[src/rtl/mul6_pkg.sv]
// Shared widths and FSM state encoding for the 6x6 shift-and-add multiplier.
package mul6_pkg;

   localparam int unsigned WIDTH  = 6;
   localparam int unsigned PROD_W = 12;
   localparam int unsigned CNT_W  = 3;

   typedef enum logic [1:0] {
      ST_IDLE = 2'b00,
      ST_RUN  = 2'b01,
      ST_DONE = 2'b10
   } state_e;

endpackage

[src/rtl/mul6_shift_add_rca6.sv]
// 6-bit ripple-carry adder (RCA6); purely combinational sum and carry-out.
module rca6
   import mul6_pkg::*;
(
   input  logic [WIDTH-1:0] i_a,
   input  logic [WIDTH-1:0] i_b,
   input  logic             i_cin,
   output logic [WIDTH-1:0] o_sum_c,
   output logic             o_cout_c
);

   logic [WIDTH:0] w_c;

   assign w_c[0] = i_cin;

   for (genvar i = 0; i < int'(WIDTH); i++) begin : g_fa
      assign o_sum_c[i]  = i_a[i] ^ i_b[i] ^ w_c[i];
      assign w_c[i+1]    = (i_a[i] & i_b[i]) | (w_c[i] & (i_a[i] ^ i_b[i]));
   end

   assign o_cout_c = w_c[WIDTH];

endmodule

[src/rtl/mul6_shift_add.sv]
// Sequential 6x6 unsigned shift-and-add multiplier with valid/ready on both sides.
// One RCA6 add per RUN cycle; product is the live P register.
module mul6_shift_add
   import mul6_pkg::*;
#(
   parameter int unsigned P_WIDTH = WIDTH,
   parameter int unsigned P_CNT_W = CNT_W
)(
   input  logic                   clk,
   input  logic                   rst_n,
   input  logic                   in_valid,
   output logic                   in_ready,
   input  logic [P_WIDTH-1:0]     a,
   input  logic [P_WIDTH-1:0]     b,
   output logic                   out_valid,
   input  logic                   out_ready,
   output logic [2*P_WIDTH-1:0]   product
);

   if (P_WIDTH != WIDTH || P_CNT_W != CNT_W) begin : g_bad_param
      $error("mul6_shift_add: width is fixed by RCA6 (WIDTH=6, CNT_W=3)");
   end

   state_e               r_state,  w_state_nxt;
   logic [WIDTH-1:0]     r_mcand,  w_mcand_nxt;
   logic [PROD_W-1:0]    r_p,      w_p_nxt;
   logic [CNT_W-1:0]     r_cnt,    w_cnt_nxt;
   logic                 r_in_ready;
   logic                 r_out_valid;

   logic [WIDTH-1:0]     w_add_b;
   logic [WIDTH-1:0]     w_sum;
   logic                 w_cout;

   // Adding zero when P[0]=0 yields {0, acc_hi}, so one adder covers both cases
   assign w_add_b = r_p[0] ? r_mcand : WIDTH'(0);

   rca6 u_add (
      .i_a      (r_p[PROD_W-1:WIDTH]),
      .i_b      (w_add_b),
      .i_cin    (1'b0),
      .o_sum_c  (w_sum),
      .o_cout_c (w_cout)
   );

   // State and datapath registers
   always_ff @(posedge clk or negedge rst_n) begin
      if (!rst_n) begin
         r_state     <= ST_IDLE;
         r_mcand     <= '0;
         r_p         <= '0;
         r_cnt       <= '0;
         r_in_ready  <= 1'b1;
         r_out_valid <= 1'b0;
      end else begin
         r_state     <= w_state_nxt;
         r_mcand     <= w_mcand_nxt;
         r_p         <= w_p_nxt;
         r_cnt       <= w_cnt_nxt;
         r_in_ready  <= (w_state_nxt == ST_IDLE);
         r_out_valid <= (w_state_nxt == ST_DONE);
      end
   end

   // Next-state and datapath update
   always_comb begin
      w_state_nxt = r_state;
      w_mcand_nxt = r_mcand;
      w_p_nxt     = r_p;
      w_cnt_nxt   = r_cnt;
      case (r_state)
         ST_IDLE: begin
            if (in_valid) begin
               w_mcand_nxt = a;
               w_p_nxt     = {WIDTH'(0), b};
               w_cnt_nxt   = '0;
               w_state_nxt = ST_RUN;
            end
         end
         ST_RUN: begin
            w_p_nxt   = {w_cout, w_sum, r_p[WIDTH-1:1]};
            w_cnt_nxt = r_cnt + CNT_W'(1);
            if (r_cnt == CNT_W'(WIDTH - 1)) begin
               w_state_nxt = ST_DONE;
            end
         end
         ST_DONE: begin
            if (out_ready) begin
               w_state_nxt = ST_IDLE;
            end
         end
         default: begin
            w_state_nxt = ST_IDLE;
         end
      endcase
   end

   assign in_ready  = r_in_ready;
   assign out_valid = r_out_valid;
   assign product   = r_p;

endmodule

[config.mk]
export PLATFORM = sky130hd
export DESIGN_NAME = mul6_shift_add
export DESIGN_NICKNAME = d
export VERILOG_FILES = /design/src/rtl/mul6_pkg.sv /design/src/rtl/mul6_shift_add_rca6.sv /design/src/rtl/mul6_shift_add.sv
export SDC_FILE = /design/constraint.sdc
export NUM_CORES = 1
export LEC_CHECK = 0
export CAP_MARGIN = 25
export CORE_ASPECT_RATIO = 0.5
export CORE_UTILIZATION = 34
export CTS_BUF_LIST = sky130_fd_sc_hd__clkbuf_16
export CTS_CLUSTER_DIAMETER = 50
export DETAILED_ROUTE_END_ITERATION = 16
export GPL_ROUTABILITY_DRIVEN = 1
export PLACE_DENSITY = 0.7
export SYNTH_ARGS = -nofsm -noshare
export SYNTH_HDL_FRONTEND = slang
export SYNTH_SLANG_ARGS = --single-unit
[constraint.sdc]
create_clock -name clk -period 2.9 [get_ports clk]
set_clock_uncertainty 0.1 [all_clocks]
set_input_delay 0.58 -clock clk [delete_from_list [all_inputs] [get_ports clk]]
set_output_delay 0.58 -clock clk [all_outputs]
set_load 0.01 [all_outputs]
# Yosys cells after proc, flatten, opt, wreduce, memory -nomap -nowiden
# Cells that the tools add are included.
# classes
reduce_logical	5
n_eq_ne	5
muxes	9
n_addsub	1
bitwise_logic	27
# ops
cell	count
$pmux 12 s2	1
$mux 12	1
$and 1x1->1	11
$xor 1x1->1	11
$mux 2	3
$mux 6	1
$pmux 2 s3	1
$pmux 3 s2	1
$or 1x1->1	5
$eq 2x2->1 const B	2
$logic_not 2->1	2
$reduce_and 2->1	2
$add 3x1->3 const B	1
$eq 3x3->1 const B	1
$mux 3	1
$eq 2x1->1 const B	1
$ne 2x2->1 const B	1
$reduce_bool 2->1	1
# totals
word_cells	53
output_inout_bits	14
in_bits	16
regBits	25

# Logic depth before layout (Yosys ltp)
# depth
word_depth	13
mapped_depth	11
ltp_nobuf	11

# By module
# From an unflattened synthesis, not the netlist that was laid out.
# unflattened
cells_unflattened	107
area_unflattened_um2	1268.7
# by_module_without_submodules
module	area_per_inst_um2	cells_per_inst	instances
mul6_shift_add	1111.1	91	1
rca6	157.7	16	1

# Least setup slack after synthesis
# Ideal clock, no wire load.
# synth_path
path_kind	flip-flop to flip-flop
from	register r_p[0], in the netlist product[0]
to	register r_p[10], in the netlist product[10]
period_less_slack_ns	2.710
path_stages_with_launch	12
setup_slack_ns	0.190
n_path_buf	0
arrival_ns	2.527
path_cell_list	dfrtp_1 and2_1 ha_1 fa_1 inv_1 fa_1 inv_1 fa_1 inv_1 fa_1 fa_1 o21ai_0
# synth_between
elab_chain_cells	12
elab_cells_between_ends	21
cone_classes	mux: 2; bitwise: 19
# synth_lines
item	line_no	rtl
start, declared	mul6_shift_add.sv:26	logic [PROD_W-1:0] r_p, w_p_nxt;
start signal, assigned	mul6_shift_add.sv:58	r_p <= w_p_nxt;
$mux 6 *	mul6_shift_add.sv:36	assign w_add_b = r_p[0] ? r_mcand : WIDTH'(0);
$and 1x1->1 or $xor 1x1->1 (tied branches)	mul6_shift_add_rca6.sv:18	assign w_c[i+1] = (i_a[i] & i_b[i]) | (w_c[i] & (i_a[i] ^ i_b[i]));
$and 1x1->1	mul6_shift_add_rca6.sv:18	
$or 1x1->1	mul6_shift_add_rca6.sv:18	
$and 1x1->1	mul6_shift_add_rca6.sv:18	
$or 1x1->1	mul6_shift_add_rca6.sv:18	
$and 1x1->1	mul6_shift_add_rca6.sv:18	
$or 1x1->1	mul6_shift_add_rca6.sv:18	
$and 1x1->1	mul6_shift_add_rca6.sv:18	
$or 1x1->1	mul6_shift_add_rca6.sv:18	
$xor 1x1->1 *	mul6_shift_add_rca6.sv:17	assign o_sum_c[i] = i_a[i] ^ i_b[i] ^ w_c[i];
$pmux 12 s2 *	mul6_shift_add.sv:71	case (r_state)
# Every way passes the cells marked *; elsewhere a longest branch is shown, timed or not.
# A chain may end at the register's enable or synchronous reset.

# Worst setup path in the final report
# Same ends and word-level chain as after synthesis.

==> run_results.csv <==
group,metric,value,unit
status,outcome,"complete, no violations",
finish,nNetsFinal,162,
pwr,p_total,1.84,mW
clocking,holdBufCountCts,0,
global_routing,grtUsageMet2,22.5,%
critical_path,reg2reg_slack,0.24,ns
clocking,clk_latency,0.26,ns
placement,post-place-ws,0.195,ns
hold_path,hold_path_end,"r_mcand[0]$_DFFE_PN0P_",
global_routing,use_met3,4.20,%
clocking,post_cts_buffers,0,
clocking,htreeDepth,1,
route,wirelength,2.36,mm
clocking,cts_tree,"yes",
critical_path,slowest_stage,"fa_1",
hold_path,hp-class,"reg2reg",
floorplan,initial_utilization,35.9,%
clocking,post_cts_resized,0,
finish,diodes,0,
floorplan,std_cell_rows,15,
global_routing,grt_util_met1,16.2,%
sta,fin_setup_tns,0,ns
sta,tightest_slew,0.412,ns
critical_path,rr_startpoint,"product[0]$_DFFE_PN0P_",
critical_path,critical_path_class,"reg2reg",
logic_synthesis,avgSynthCellArea,11.8,sq um
sta,rsz0062_at_grt,"no",
critical_path,end_kind,"flop",
logic_synthesis,synth_fp_nets,130,
global_routing,grt_max_degree,26,
route,num_vias,884,
sta,final-hold-violation-count,0,
placement,io_buffers,29,
global_routing,grt_usage,13.6,%
critical_path,r2r_end,"product[10]$_DFFE_PN0P_",
critical_path,crit_top_cell,"fa_1",
sta,fin_crit_sh,91.8,%
global_routing,busiest_layer,"met2",
route,first_pass_iters,2,
critical_path,startpoint_type,"flop",
critical_path,worst_r2r_path_depth,11,
pwr,p_leak,0.700,nW
route,wl_per_cell,12.6,um
floorplan,die-area,3930,sq um
clocking,path_clk_slew,0.07,ns
floorplan,fp.dieH,44.8,um
hold_path,hold_depth,1,
sta,slew_violations,0,
global_routing,grt_first_pass_wirelength,3.87,mm
placement,post-place-cells,184,
sta,setup_viol,0,
global_routing,antenna_found_initial,0,
pwr,cellPowerDensity,1100,nW/um^2
global_routing,grt-ovfl-total,0,
clocking,cts_buffers,3,
placement,dp_hpwl,1.74,mm
critical_path,crit_arrival,2.75,ns
logic_synthesis,syn_inst,106,
critical_path,max_stage_delay,0.40,ns
sta,maxSlewHeadroom,72.5,%
clocking,ctsRootBufferMaster,"clkbuf_16",
critical_path,path_cells,"and2_1, ha_1, fa_1, inv_1, fa_1, inv_1, fa_1, inv_1, fa_1, fa_1, o21ai_0",
critical_path,cp.depth,11,
flow_run,max-cap-violations,0,
route,via_per_inst,4.70,
critical_path,critPathMaxFanout,2,
logic_synthesis,ys_seq_area_share,50.3,%
global_routing,first_global_vias,850,
placement,place.gp.congestion,0.728,
route,drtIter0Drc,42,
finish,final_common_cell,"clkdlybuf4s50_1",
route,drc,0,
floorplan,ioPinCount,30,
clocking,numClockSinks,25,
critical_path,cp_data_required_time,2.98,ns
finish,areaGrowthSynthToFinish,33.7,%
floorplan,core_area,3470,sq um
clocking,max-clock-path-buffers,2,
pwr,ir_worst_vdd,311,uV
logic_synthesis,synth_cell_types,25,
finish,layout.cells.non_filler,188,
sta,fin_ws,0.237,ns
finish,final_cell_mix,"clkdlybuf4s50_1, dfrtp_1, o22ai_1, nand2_1, inv_1",
sta,period_needed,2.66,ns
hold_path,hp-start,"r_mcand[0]$_DFFE_PN0P_",
critical_path,critPathBufInv,3,
route,ant_nets,0,
logic_synthesis,ys_ff_latch,25,
logic_synthesis,synth_area,1250,sq um
sta,fmax,375,MHz
logic_synthesis,yosysWarningCount,0,
floorplan,die_w,87.6,um
critical_path,crit_family,"adder cells",
finish,drive_above_1_share,12.4,%
[worst reg2reg max path, stage by stage, from the launching register on]
cell	delay, ns
dfrtp_1	0.37
and2_1	0.15
ha_1	0.18
fa_1	0.35
inv_1	0.07
fa_1	0.15
inv_1	0.05
fa_1	0.35
inv_1	0.07
fa_1	0.17
fa_1	0.40
o21ai_0	0.17
[metrics by stage]
stage               cell area [sq um]  hold WS (ns)  util, %
global route                     1670         0.425     48.0
floorplan                        1250         0.184        -
finish                           1670         0.406     48.0
global placement                 1580         0.390     45.6
detailed placement               1580         0.395     45.6
CTS                              1670         0.409     48.0
[cells in the mapped netlist]
| library cell | count | share of area [%] |
|---|---|---|
| nor2_1 | 1 | 0.30 |
| nor2_8 | 1 | 1.6 |
| fa_1 | 5 | 8.0 |
| o221ai_1 | 1 | 0.70 |
| dfstp_2 | 1 | 2.1 |
| nand2_1 | 12 | 3.6 |
| inv_1 | 9 | 2.7 |
| a22o_1 | 2 | 1.4 |
| o21bai_1 | 1 | 0.60 |
| o21ai_0 | 6 | 2.4 |
| ha_1 | 3 | 3.0 |
| buf_6 | 1 | 0.90 |
| a21oi_1 | 6 | 2.4 |
| buf_2 | 1 | 0.40 |
| o22ai_1 | 14 | 7.0 |
| nand2b_4 | 1 | 1.1 |
| o21a_1 | 1 | 0.60 |
| nand2b_1 | 1 | 0.50 |
| a31oi_1 | 1 | 0.50 |
| buf_4 | 3 | 1.8 |
| dfrtp_1 | 24 | 48 |
| mux2_4 | 6 | 7.2 |
| nand2b_2 | 1 | 0.70 |
| or2b_1 | 1 | 0.60 |
| and2_1 | 3 | 1.5 |
[power breakdown]
part	leakage [nW]	total, mW	switching (mW)	internal (mW)
sequential	0.297	0.669	0.145	0.524
clock	0.0371	0.316	0.128	0.187
combinational	0.366	0.853	0.382	0.471
[layout make-up]
class	instances	area, sq um
Clock buffer	3	75.1
Clock inverter	1	7.51
Multi-Input combinational cell	67	547
Inverter	9	33.8
Fill cell	308	1810
Timing Repair Buffer	32	313
Sequential cell	25	627
Tap cell	51	63.8
[state kept, by name (all words and copies together), names as in the netlist]
name and flops:
out_valid 1, r_cnt 3, product 12, r_mcand 6
in_ready 1, r_state 2
[per-layer routing]
metal / vias up / part of all wire, % / routed length, um
li1: 434 / - / -
met1: 429 / 48 / 1140
met2: 17 / 45 / 1060
met3: 4 / 4.4 / 105
met4: 0 / 2.1 / 49
met5: - / 0 / 0
[logic make-up after synthesis]
kind of cell / count (synthesis) / share of synthesized area, %
fa+ha+maj: 8 / 11.0
buf+inv: 14 / 5.82
compound gates: 32 / 15.7
flops: 25 / 50.3
simple gates: 21 / 9.94
mux: 6 / 7.23
[how the worst max path moves through the flow]
stage | startpoint | endpoint | slack (ns)
floorplan | product[0]$_DFFE_PN0P_ | product[10]$_DFFE_PN0P_ | 0.19
global placement | product[0]$_DFFE_PN0P_ | product[10]$_DFFE_PN0P_ | 0.28
detailed placement | product[0]$_DFFE_PN0P_ | product[10]$_DFFE_PN0P_ | 0.19
CTS | product[0]$_DFFE_PN0P_ | product[10]$_DFFE_PN0P_ | 0.21
global route | product[0]$_DFFE_PN0P_ | product[10]$_DFFE_PN0P_ | 0.11
finish | product[0]$_DFFE_PN0P_ | product[10]$_DFFE_PN0P_ | 0.24
Note: power is estimated with default switching activity, not from simulation.
